File: config.mk
export PLATFORM = sky130hd
export DESIGN_NAME = output_argmax_scanner
export DESIGN_NICKNAME = d
export VERILOG_FILES = /design/src/rtl/nn_pkg.sv /design/src/rtl/argmax_step.sv /design/src/rtl/output_argmax_scanner.sv
export SDC_FILE = /design/constraint.sdc
export NUM_CORES = 1
export LEC_CHECK = 0
export ABC_AREA = 1
export ABC_CLOCK_PERIOD_IN_PS = 6200
export BUFFER_PORTS_ARGS = -buffer_cell sky130_fd_sc_hd__buf_2
export CORE_AREA = 5 5 115 117
export CTS_CLUSTER_DIAMETER = 100
export DETAILED_ROUTE_END_ITERATION = 12
export DIE_AREA = 0 0 120 122
export PLACE_DENSITY = 0.76
export SLEW_MARGIN = 20
export SYNTH_ARGS = -nofsm -noshare
export SYNTH_HDL_FRONTEND = slang
export SYNTH_SLANG_ARGS = --single-unit
File: constraint.sdc
create_clock -name clk -period 6.2 [get_ports clk]
set_input_delay 1.24 -clock clk [delete_from_list [all_inputs] [get_ports clk]]
set_output_delay 1.24 -clock clk [all_outputs]
set_load 0.005 [all_outputs]
File: src/rtl/nn_pkg.sv
// nn_pkg: output-layer dimensions and scanner state type shared with the network.
package nn_pkg;
  localparam int N_CLASSES = 10;
  localparam int SCORE_W = 8;
  typedef logic [SCORE_W-1:0] score_t;
  typedef enum logic [1:0] {IDLE, SCAN, HOLD} scan_state_t;
endpackage

File: src/rtl/argmax_step.sv
// argmax_step: combinational top-2 update for one score; strict compares keep the lowest index on ties.
module argmax_step #(
  parameter int SCORE_W = 8,
  parameter int IDX_W = 4
) (
  input  logic [SCORE_W-1:0] best,
  input  logic [SCORE_W-1:0] second,
  input  logic [IDX_W-1:0]   best_idx,
  input  logic [SCORE_W-1:0] score,
  input  logic [IDX_W-1:0]   index,
  input  logic               first,
  output logic [SCORE_W-1:0] best_nxt,
  output logic [SCORE_W-1:0] second_nxt,
  output logic [IDX_W-1:0]   best_idx_nxt
);
  logic win;
  always_comb begin
    win = first || score > best;
    best_nxt = win ? score : best;
    best_idx_nxt = win ? index : best_idx;
    second_nxt = first ? '0 : score > best ? best : score > second ? score : second;
  end
endmodule

File: src/rtl/output_argmax_scanner.sv
// output_argmax_scanner: snapshots the class scores and scans one per cycle for winner, margin and tie.
module output_argmax_scanner
  import nn_pkg::*;
#(
  parameter int N_CLASSES = nn_pkg::N_CLASSES,
  parameter int SCORE_W = nn_pkg::SCORE_W,
  localparam int IDX_W = N_CLASSES > 1 ? $clog2(N_CLASSES) : 1
) (
  input  logic               clk,
  input  logic               rst,
  input  logic               start,
  input  logic [SCORE_W-1:0] scores [N_CLASSES],
  output logic               busy,
  output logic               result_valid,
  input  logic               result_ready,
  output logic [IDX_W-1:0]   class_idx,
  output logic [SCORE_W-1:0] top_score,
  output logic [SCORE_W-1:0] margin,
  output logic               tie
);
  scan_state_t state;
  logic [SCORE_W-1:0] snap [N_CLASSES];
  logic [IDX_W-1:0] cnt, best_idx, nb_idx;
  logic [SCORE_W-1:0] best, second, nb, ns;
  logic last;
  assign last = cnt == IDX_W'(N_CLASSES - 1);
  argmax_step #(.SCORE_W(SCORE_W), .IDX_W(IDX_W)) u_step (
    .best(best), .second(second), .best_idx(best_idx),
    .score(snap[cnt]), .index(cnt), .first(cnt == '0),
    .best_nxt(nb), .second_nxt(ns), .best_idx_nxt(nb_idx)
  );
  always_ff @(posedge clk) begin
    if (rst) begin
      state <= IDLE;
      busy <= 1'b0;
      result_valid <= 1'b0;
      class_idx <= '0;
      top_score <= '0;
      margin <= '0;
      tie <= 1'b0;
      cnt <= '0;
      best <= '0;
      second <= '0;
      best_idx <= '0;
      for (int i = 0; i < N_CLASSES; i++) snap[i] <= '0;
    end else begin
      case (state)
        IDLE: if (start) begin
          snap <= scores;
          cnt <= '0;
          best <= '0;
          second <= '0;
          best_idx <= '0;
          busy <= 1'b1;
          state <= SCAN;
        end
        SCAN: begin
          best <= nb;
          second <= ns;
          best_idx <= nb_idx;
          if (last) begin
            class_idx <= nb_idx;
            top_score <= nb;
            margin <= nb - ns;
            tie <= N_CLASSES > 1 && nb == ns;
            result_valid <= 1'b1;
            state <= HOLD;
          end else begin
            cnt <= cnt + 1'b1;
          end
        end
        HOLD: if (result_ready) begin
          result_valid <= 1'b0;
          busy <= 1'b0;
          state <= IDLE;
        end
        default: state <= IDLE;
      endcase
    end
  end
endmodule

==> results.cfg, run 1 <==
[clocking]
ctsHoldBuffers = 0
post_cts_buffers = 0
clkLatencyLatePin_ns = 0.42
clk_pin_slew_ns = 0.06
cts_resized = 0
cts_num_sinks = 129
cts_tree = built
numCtsBuffers = 17
cts.root.buffer_cell = clkbuf_16
cts_buffer_depth = 2
htree_num_levels = 4

[critical_path]
cp_top_family = simple AND/OR/NAND/NOR gates
r2r-start = cnt[0]
r2r-end = margin[4]
path_buf_inv = 6
worstSetupPathType = reg -> reg
cp-end-kind = flop
startpoint_type = flop
cpMostUsedCell = nand2_1
regToRegSetupSlack_ns = 1.68
crit_required_ns = 6.52
cp_max_fo = 45
crit_path_max_incr_delay_ns = 0.39
critPathSlowestCell = fa_1
arrival_ns = 4.84
r2r_cells = 25

[die]
io_pins = 107
start_util_pct = 51.8
num_rows = 41
fp.dieH_um = 122
dieArea_um2 = 14600
core_area_um2 = 12300
die_w_um = 120

[logic_synthesis]
synthTopCellsByArea = dfxtp_1 41%, nor2_1 14%, nand2_1 9.9%
synth-seq-area-share_pct = 40.6
synth_top_family_by_area = simple AND/OR/NAND/NOR gates
synthAdderAreaFrac_pct = 5.24
synthArstFlopShare_pct = 0
synth_most_common_cell = nor2_1
ys.flop_type = dfxtp_1
syn_area_per_cell_um2 = 6.72
synth-simple-area-share_pct = 28.2
synth_area_leader_cell = dfxtp_1
yosysWarnings = 0
yosys.area.top_type_share_pct = 40.6
synth_cell_types = 33
synthMuxAreaShare_pct = 0
synth_compound_area_share_pct = 17.8
synth_area_um2 = 6350
synth_edf_count = 0
synth_xor_area_share_pct = 0.413
synth-seq-cells = 129
synth_common_cells = 230 x nor2_1, 168 x nand2_1, 129 x dfxtp_1, 122 x o21ai_0, 58 x inv_1
syn_nets = 1056
syn_inst = 946

[timing]
skew_ns = 0.00717
setup_slack_ns = 1.68
setup_tns_ns = 0
setup_viol = 0
finalHoldViolCount = 0
grt_setup_unrepaired = false
drv_slew = 0
finalCritPeriodShare_pct = 73.0
tightest_slew_ns = 0.900
max_clock_freq_ghz = 0.221
period_needed_ns = 4.52
maxSlewHeadroom_pct = 40.0

[detailed_routing]
wirelength_mm = 16.5
route.detailed.drc = 0
via_per_inst = 5.24
drtAntennaViolNets = 0
drt_iter0_drc = 463
routedWlPerCell_um = 13.9
vias = 6220
drt-pass1-iter-count = 5

[placed_design]
hpwl_mm = 11.7
io_buffers = 106
post-place-ws_ns = 1.81
place_congestion = 0.923

[job]
drv_cap = 0

[pwr]
leakagePower_nw = 3.55
worst_ir_drop_vdd_v = 0.000198
powerDensity_nw_per_um2 = 336

[global_routing]
grt_pass1_wl_mm = 27.1
grt.total_usage_pct = 23.0
grt_pass1_vias = 5724
grt_antenna_before_repair = 0
grt_overflow = 0
grt_max_degree = 90

[worst_hold_path]
hold_depth = 2
worstHoldPathType = reg -> reg
min-delay-start = busy
hold_end = busy

[cells_and_area]
antenna_cells = 0
syn_to_final_growth_pct = 18.6
drive_above_1_share_pct = 16.6
nets = 1135
final_util_pct = 61.5

[outcome]
status = completed
layer usage:
metal | up-vias | GRT usage, % | share of wire [%]
li1 | 3220 | - | -
met1 | 2766 | 29.0 | 44
met2 | 200 | 38.3 | 48
met3 | 34 | 5.76 | 5.9
met4 | 0 | 8.59 | 2.0
met5 | - | 0 | 0
worst min-delay path: cells and delay by family (launching register included):
kind / cells / cell delay (ns)
DFF: 1 / 0.30
and+or+nand+nor: 1 / 0.06
AOI/OAI and AO/OA: 1 / 0.05
cell usage in the layout, fill, tap and decap left out, drive strengths merged, types with 2 or more instances in the layout:
cell type,n
ha,25
o211ai,4
nand2,172
nand4,7
o21ai,142
clkbuf,19
dfxtp,129
xor2,3
nand3,28
bufinv,4
a21o,4
nor3,6
buf,111
clkinv,6
a21oi,47
o22ai,14
clkinvlp,2
inv,74
nor2,232
o21bai,3
report_power, final:
part / leakage (nW) / internal (W) / switching, W
Combinational: 2.18 / 0.000189 / 0.000361
Sequential: 1.06 / 0.000881 / 0.0000348
Clock: 0.306 / 0.000693 / 0.000372
Total: 3.55 / 0.00176 / 0.000768
sequential cells by signal, summed over array words and instances (netlist names):
signal / cells
tie: 1
busy: 1
margin: 8
result_valid: 1
cnt: 4
class_idx: 4
state: 2
snap: 80
best_idx: 4
top_score: 8
best: 8
second: 8
metrics by stage:
stage	total power, W	hold WS (ns)	instances	area (um2)
3_3_place_gp	0.00146	0.449	1156	6900
2_1_floorplan	0.00133	0.429	946	6350
3_5_place_dp	0.00147	0.452	1156	6900
5_1_grt	0.00267	0.476	1187	7540
4_1_cts	0.00254	0.461	1187	7530
6_report	0.00253	0.460	1187	7540
worst max-delay path by stage:
stage,start,end,slack [ns],cells past startpoint
global route,cnt[0],margin[5],1.29,26
finish,cnt[0],margin[4],1.68,25
global placement,cnt[0],margin[4],1.89,23
floorplan,cnt[0],margin[5],2.51,28
CTS,cnt[0],margin[4],1.76,25
detailed placement,cnt[0],margin[4],1.81,25
area by class of cell:
| type | instances | area [um2] |
|---|---|---|
| Sequential cell | 129 | 2580 |
| Clock inverter | 12 | 180 |
| Fill cell | 1122 | 4720 |
| Inverter | 74 | 279 |
| Clock buffer | 19 | 453 |
| Tap cell | 150 | 188 |
| Multi-Input combinational cell | 692 | 3290 |
| Timing Repair Buffer | 111 | 568 |
kinds of logic after synthesis:
family,after synthesis
compound gates,216
xor+xnor,3
fa+ha+maj,26
buf+inv,125
flops,129
simple gates,447
(Power assumes the default switching activity.)
==> run 2, diff against run 1 <==
ABC_AREA = 0   (was 1)
ABC_CLOCK_PERIOD_IN_PS = 3860   (was 6200)
CORE_AREA = 5 5 118 120   (was 5 5 115 117)
DIE_AREA = 0 0 123 125   (was 0 0 120 122)
PLACE_DENSITY = 0.75   (was 0.76)
clock period = 3.86 ns   (was 6.2 ns; I/O delays follow)
==> results.cfg, run 2 <==
[logic_synthesis]
synthTopCellsByArea = dfxtp_1 41%, nand2_1 12%, a21oi_1 10%
synth_xor_area_share_pct = 0.828
synth_compound_area_share_pct = 19.8
syn_area_per_cell_um2 = 7.85
synth-seq-cells = 129
synth_top_family_by_area = simple AND/OR/NAND/NOR gates
synth-simple-area-share_pct = 20.9
synthAdderAreaFrac_pct = 5.24
synth_edf_count = 0
synth_common_cells = 211 x nand2_1, 129 x a21oi_1, 129 x dfxtp_1, 78 x nor2_1, 47 x clkbuf_1
yosys.area.top_type_share_pct = 40.7
ys.flop_type = dfxtp_1
syn_inst = 809
synth_cell_types = 55
yosysWarnings = 0
synth_area_leader_cell = dfxtp_1
syn_nets = 919
synth-seq-area-share_pct = 40.7
synth_most_common_cell = nand2_1
synth_area_um2 = 6350
synthMuxAreaShare_pct = 7.39
synthArstFlopShare_pct = 0

[timing]
finalHoldViolCount = 0
maxSlewHeadroom_pct = 47.2
max_clock_freq_ghz = 0.219
skew_ns = 0.00704
finalCritPeriodShare_pct = 118
tightest_slew_ns = 0.791
setup_slack_ns = -0.711
period_needed_ns = 4.57
holdWs_ns = 0.448
setup_viol = 8
grt_setup_unrepaired = true
drv_slew = 0

[detailed_routing]
route.detailed.drc = 0
drt-pass1-iter-count = 5
vias = 6389
via_per_inst = 5.42
routedWlPerCell_um = 16.0
drtAntennaViolNets = 0
drt_iter0_drc = 375
wirelength_mm = 18.8

[die]
start_util_pct = 49.3
core_area_um2 = 12900
dieArea_um2 = 15400
io_pins = 107
die_w_um = 123
fp.dieH_um = 125
num_rows = 42

[pwr]
p_seq_share_pct = 33.7
internal_power_w = 0.00299
sw_frac_of_total_pct = 29.5
p_comb_share_pct = 28.3
p_switching_w = 0.00125
worst_ir_drop_vdd_v = 0.000405
powerDensity_nw_per_um2 = 481
p_clk_share_pct = 38.0
leakagePower_nw = 3.58

[critical_path]
r2r-end = margin[4]
arrival_ns = 4.88
startpoint_type = flop
regToRegSetupSlack_ns = -0.71
crit_required_ns = 4.17
cp-end-kind = flop
worstSetupStartpoint = cnt[0]
r2r_cells = 22
cp_max_fo = 7
critPathCapture = margin[4]
r2r-start = cnt[0]
worstSetupPathType = reg -> reg

[clocking]
cts_tree = built
cts_num_sinks = 129
clkLatencyLatePin_ns = 0.42
clk_pin_slew_ns = 0.06
numCtsBuffers = 17
cts_buffer_depth = 2
htree_num_levels = 4
cts.root.buffer_cell = clkbuf_16

[placed_design]
post-place-ws_ns = -0.769
io_buffers = 106
place_congestion = 0.960
hpwl_mm = 12.6

[job]
drv_cap = 0

[global_routing]
grt_antenna_before_repair = 0
grt.total_usage_pct = 24.2
grt_max_degree = 85
grt_pass1_wl_mm = 29.7
grt_pass1_vias = 6167
grt_overflow = 0

[outcome]
status = finished with violations
violations = setup timing

[cells_and_area]
n_fill_cell = 1069
nets = 1100
final_util_pct = 68.4
final_common_cell = nand2_1
largest_reg_flops = 80
syn_to_final_growth_pct = 38.7
antenna_cells = 0
regMostFlops = snap
drive_above_1_share_pct = 33.7
most-common-layout-cells = 208 x nand2_1, 128 x dfxtp_1, 109 x a21oi_1

[worst_hold_path]
worstHoldPathType = reg -> reg
[run 2: cells by family after synthesis]
group / after synthesis
simple gates: 329
compound gates: 210
flops: 129
buf+inv: 81
mux: 28
fa+ha+maj: 26
xor+xnor: 6
[run 2: power by group through the flow]
stage               clock [W]  combinational [W]  sequential, W
finish                0.00161            0.00120        0.00143
global route          0.00168            0.00129        0.00143
CTS                   0.00162            0.00109        0.00143
detailed placement          0           0.000853        0.00145
global placement            0           0.000842        0.00145
floorplan                   0           0.000552        0.00144
[run 2: area by class of cell]
class	count	area (um2)	share of cell area, %
Tap cell	176	220	2.50
Sequential cell	129	2590	29.4
Clock inverter	10	125	1.42
Timing Repair Buffer	218	1480	16.8
Multi-Input combinational cell	599	3830	43.5
Inverter	25	93.8	1.07
Clock buffer	21	470	5.34
[run 2: worst max-delay path: stages, from the launching register on]
cell and delay (ns):
dfxtp_4 0.37, buf_12 0.12, mux4_2 0.53, a211oi_4 0.28, a21oi_2 0.09, ha_1 0.31, a21oi_2 0.06, o21a_1 0.20
a21oi_2 0.16, and2_4 0.19, nor2_2 0.04, a211oi_2 0.24, a21oi_2 0.07, nor2_1 0.13, ha_2 0.19, inv_2 0.04
fa_2 0.39, or3b_4 0.27, a31oi_4 0.08, o221ai_2 0.26, nand2b_1 0.11, xor2_1 0.15, a21o_1 0.17
[run 2: worst min path at each step]
stage | start | to | slack, ns | depth (start not counted)
2_1_floorplan | second[2] | second[2] | 0.43 | 2
3_3_place_gp | margin[5] | margin[5] | 0.44 | 2
3_5_place_dp | margin[1] | margin[1] | 0.44 | 2
4_1_cts | margin[1] | margin[1] | 0.45 | 2
5_1_grt | snap[8] | snap[8] | 0.47 | 2
6_report | margin[1] | margin[1] | 0.45 | 2
[run 2: layer usage]
metal | vias up | global-route usage (%) | share of wire [%]
li1 | 3145 | - | -
met1 | 3003 | 30.3 | 42
met2 | 200 | 41.0 | 50
met3 | 41 | 5.37 | 5.3
met4 | 0 | 8.08 | 2.6
met5 | - | 0 | 0
[run 2: through the flow]
step                TNS (ns)  power [W]  instances  instance area, um2
finish                 -4.05    0.00424       1178                8800
global route           -5.64    0.00440       1178                8800
CTS                    -3.40    0.00414       1171                8620
detailed placement     -4.14    0.00231       1111                7560
global placement       -3.32    0.00229       1111                7560
floorplan              -2.81    0.00199        809                6470
[run 2: what timing repair did]
action | CTS | global route
pin swaps | 31 | 25
setup endpoints to repair | 8 | 9
hold buffers | 0 | 0
setup buffers | 29 | 7
gates resized for setup | 59 | 25
==> run 3, diff against run 2 <==
CORE_AREA = 2 2 110 123   (was 5 5 118 120)
DIE_AREA = 0 0 112 125   (was 0 0 123 125)
==> results.cfg, run 3 (synthesis gave the netlist of run 2 again) <==
[pwr]
powerDensity_nw_per_um2 = 486
worst_ir_drop_vdd_v = 0.000364
p_switching_w = 0.00121
sw_frac_of_total_pct = 28.9
leakagePower_nw = 3.50
p_clk_share_pct = 40.2
internal_power_w = 0.00298
p_comb_share_pct = 25.7
p_seq_share_pct = 34.1

[critical_path]
cp_top_family = compound AO/OA/AOI/OAI gates
arrival_ns = 4.86
cp_max_fo = 6
cp-end-kind = flop
cp.depth = 22
worstSetupStartpoint = cnt[0]
crit_path_max_incr_delay_ns = 0.51
crit_required_ns = 4.17
startpoint_type = flop
path_cells = buf_12 > mux4_2 > a211oi_2 > a21oi_2 > buf_4 > ha_4 > nand4_1 > a21oi_2 > and2_4 > nor2_2 > a211oi_2 > a21oi_2 > nor2_1 > ha_2 > inv_2 > fa_2 > or3b_4 > a31oi_2 > o221ai_2 > nand2b_1 > xor2_1 > a21o_1
critPathCapture = margin[4]
regToRegSetupSlack_ns = -0.68
worstSetupPathType = reg -> reg
r2r-end = margin[4]
critPathSlowestCell = mux4_2
r2r-start = cnt[0]
cpMostUsedCell = a21oi_2
path_buf_inv = 3
r2r_cells = 22

[cells_and_area]
largest_reg_flops = 80
most-common-layout-cells = 205 x nand2_1, 128 x dfxtp_1, 113 x a21oi_1
drive_above_1_share_pct = 32.3
regMostFlops = snap
final_util_pct = 67.0
syn_to_final_growth_pct = 36.0
final_common_cell = nand2_1
nets = 1078
antenna_cells = 0

[clocking]
ctsHoldBuffers = 0
cts_num_sinks = 129
clkLatencyLatePin_ns = 0.42
numCtsBuffers = 17
clk_pin_slew_ns = 0.06
cts_tree = built
htree_num_levels = 4
cts.root.buffer_cell = clkbuf_16
cts_buffer_depth = 2

[die]
start_util_pct = 49.3
dieArea_um2 = 14000
num_rows = 44
io_pins = 107
die_w_um = 112
core_area_um2 = 12900
fp.dieH_um = 125

[global_routing]
grt.total_usage_pct = 25.6
grt_pass1_vias = 6007
grt_antenna_before_repair = 0
grt_overflow = 0
grt_max_degree = 85
grt_pass1_wl_mm = 28.6

[timing]
skew_ns = 0.00680
tightest_slew_ns = 0.953
setup_slack_ns = -0.685
maxSlewHeadroom_pct = 36.4
setup_viol = 7
finalHoldViolCount = 0
grt_setup_unrepaired = true
finalCritPeriodShare_pct = 118
max_clock_freq_ghz = 0.220
drv_slew = 0
period_needed_ns = 4.54
holdWs_ns = 0.451

[job]
drv_cap = 0

[detailed_routing]
routedWlPerCell_um = 16.1
drtAntennaViolNets = 0
via_per_inst = 5.58
wirelength_mm = 18.4
drt-pass1-iter-count = 4
drt_iter0_drc = 396
route.detailed.drc = 0
vias = 6374

[worst_hold_path]
worstHoldPathType = reg -> reg

[outcome]
violations = setup timing
status = finished with violations

[placed_design]
place_congestion = 0.913
io_buffers = 106
hpwl_mm = 12.4
## run 3: cell type report
cell class | instances | area [um2]
clock buffers | 21 | 480
multi-input cells | 599 | 3820
well taps | 161 | 201
repair buffers | 196 | 1300
flip-flops and latches | 129 | 2590
fillers | 1038 | 4250
clock inverters | 11 | 151
inverters | 25 | 93.8
## run 3: power by group through the flow
stage	Clock (W)	Combinational (W)	Sequential, W
global route	0.00177	0.00116	0.00143
detailed placement	0	0.000847	0.00145
CTS	0.00171	0.000917	0.00143
floorplan	0	0.000552	0.00144
global placement	0	0.000841	0.00145
finish	0.00169	0.00108	0.00143
## run 3: worst min-delay path by stage
stage | start | end | depth (start not counted)
2_1_floorplan | second[2] | second[2] | 2
5_1_grt | top_score[3] | top_score[3] | 2
4_1_cts | snap[17] | snap[17] | 2
6_report | top_score[6] | top_score[6] | 2
3_3_place_gp | margin[5] | margin[5] | 2
3_5_place_dp | snap[17] | snap[17] | 2
## run 3: what timing repair did
item	4_1_cts	5_1_grt
setup buffers	12	7
pin swaps	8	20
endpoints found under the setup margin	7	8
gates resized for setup	18	54
cloned	0	1
## run 3: metrics by stage
| step | TNS, ns | setup WS (ns) | total power [W] | instance area (um2) | cells |
|---|---|---|---|---|---|
| after detailed placement | -3.85 | -0.686 | 0.00230 | 7510 | 1090 |
| after global routing | -4.94 | -0.896 | 0.00436 | 8630 | 1142 |
| after CTS | -3.39 | -0.597 | 0.00405 | 8290 | 1134 |
| after global placement | -3.30 | -0.582 | 0.00229 | 7510 | 1090 |
| final | -3.49 | -0.685 | 0.00419 | 8630 | 1142 |
| after floorplan | -2.81 | -0.638 | 0.00199 | 6470 | 809 |
## run 3: metal layers
metal / vias up / wire length, um / global-route usage [%]
met5: - / 0 / 0
met3: 63 / 1030 / 6.16
met1: 2989 / 7380 / 30.2
li1: 3098 / - / -
met4: 0 / 805 / 12.6
met2: 224 / 9220 / 43.6
## run 3: worst reg2reg max path: cells and delay by family, from the launching register on
| family | cells | cell delay (ns) |
|---|---|---|
| and+or+nand+nor | 6 | 0.84 |
| AOI/OAI and AO/OA | 8 | 1.38 |
| xor gates and xnor gates | 1 | 0.17 |
| buffers and inverters | 3 | 0.35 |
| DFF | 1 | 0.38 |
| adders and majority gates | 3 | 0.83 |
| muxes | 1 | 0.51 |
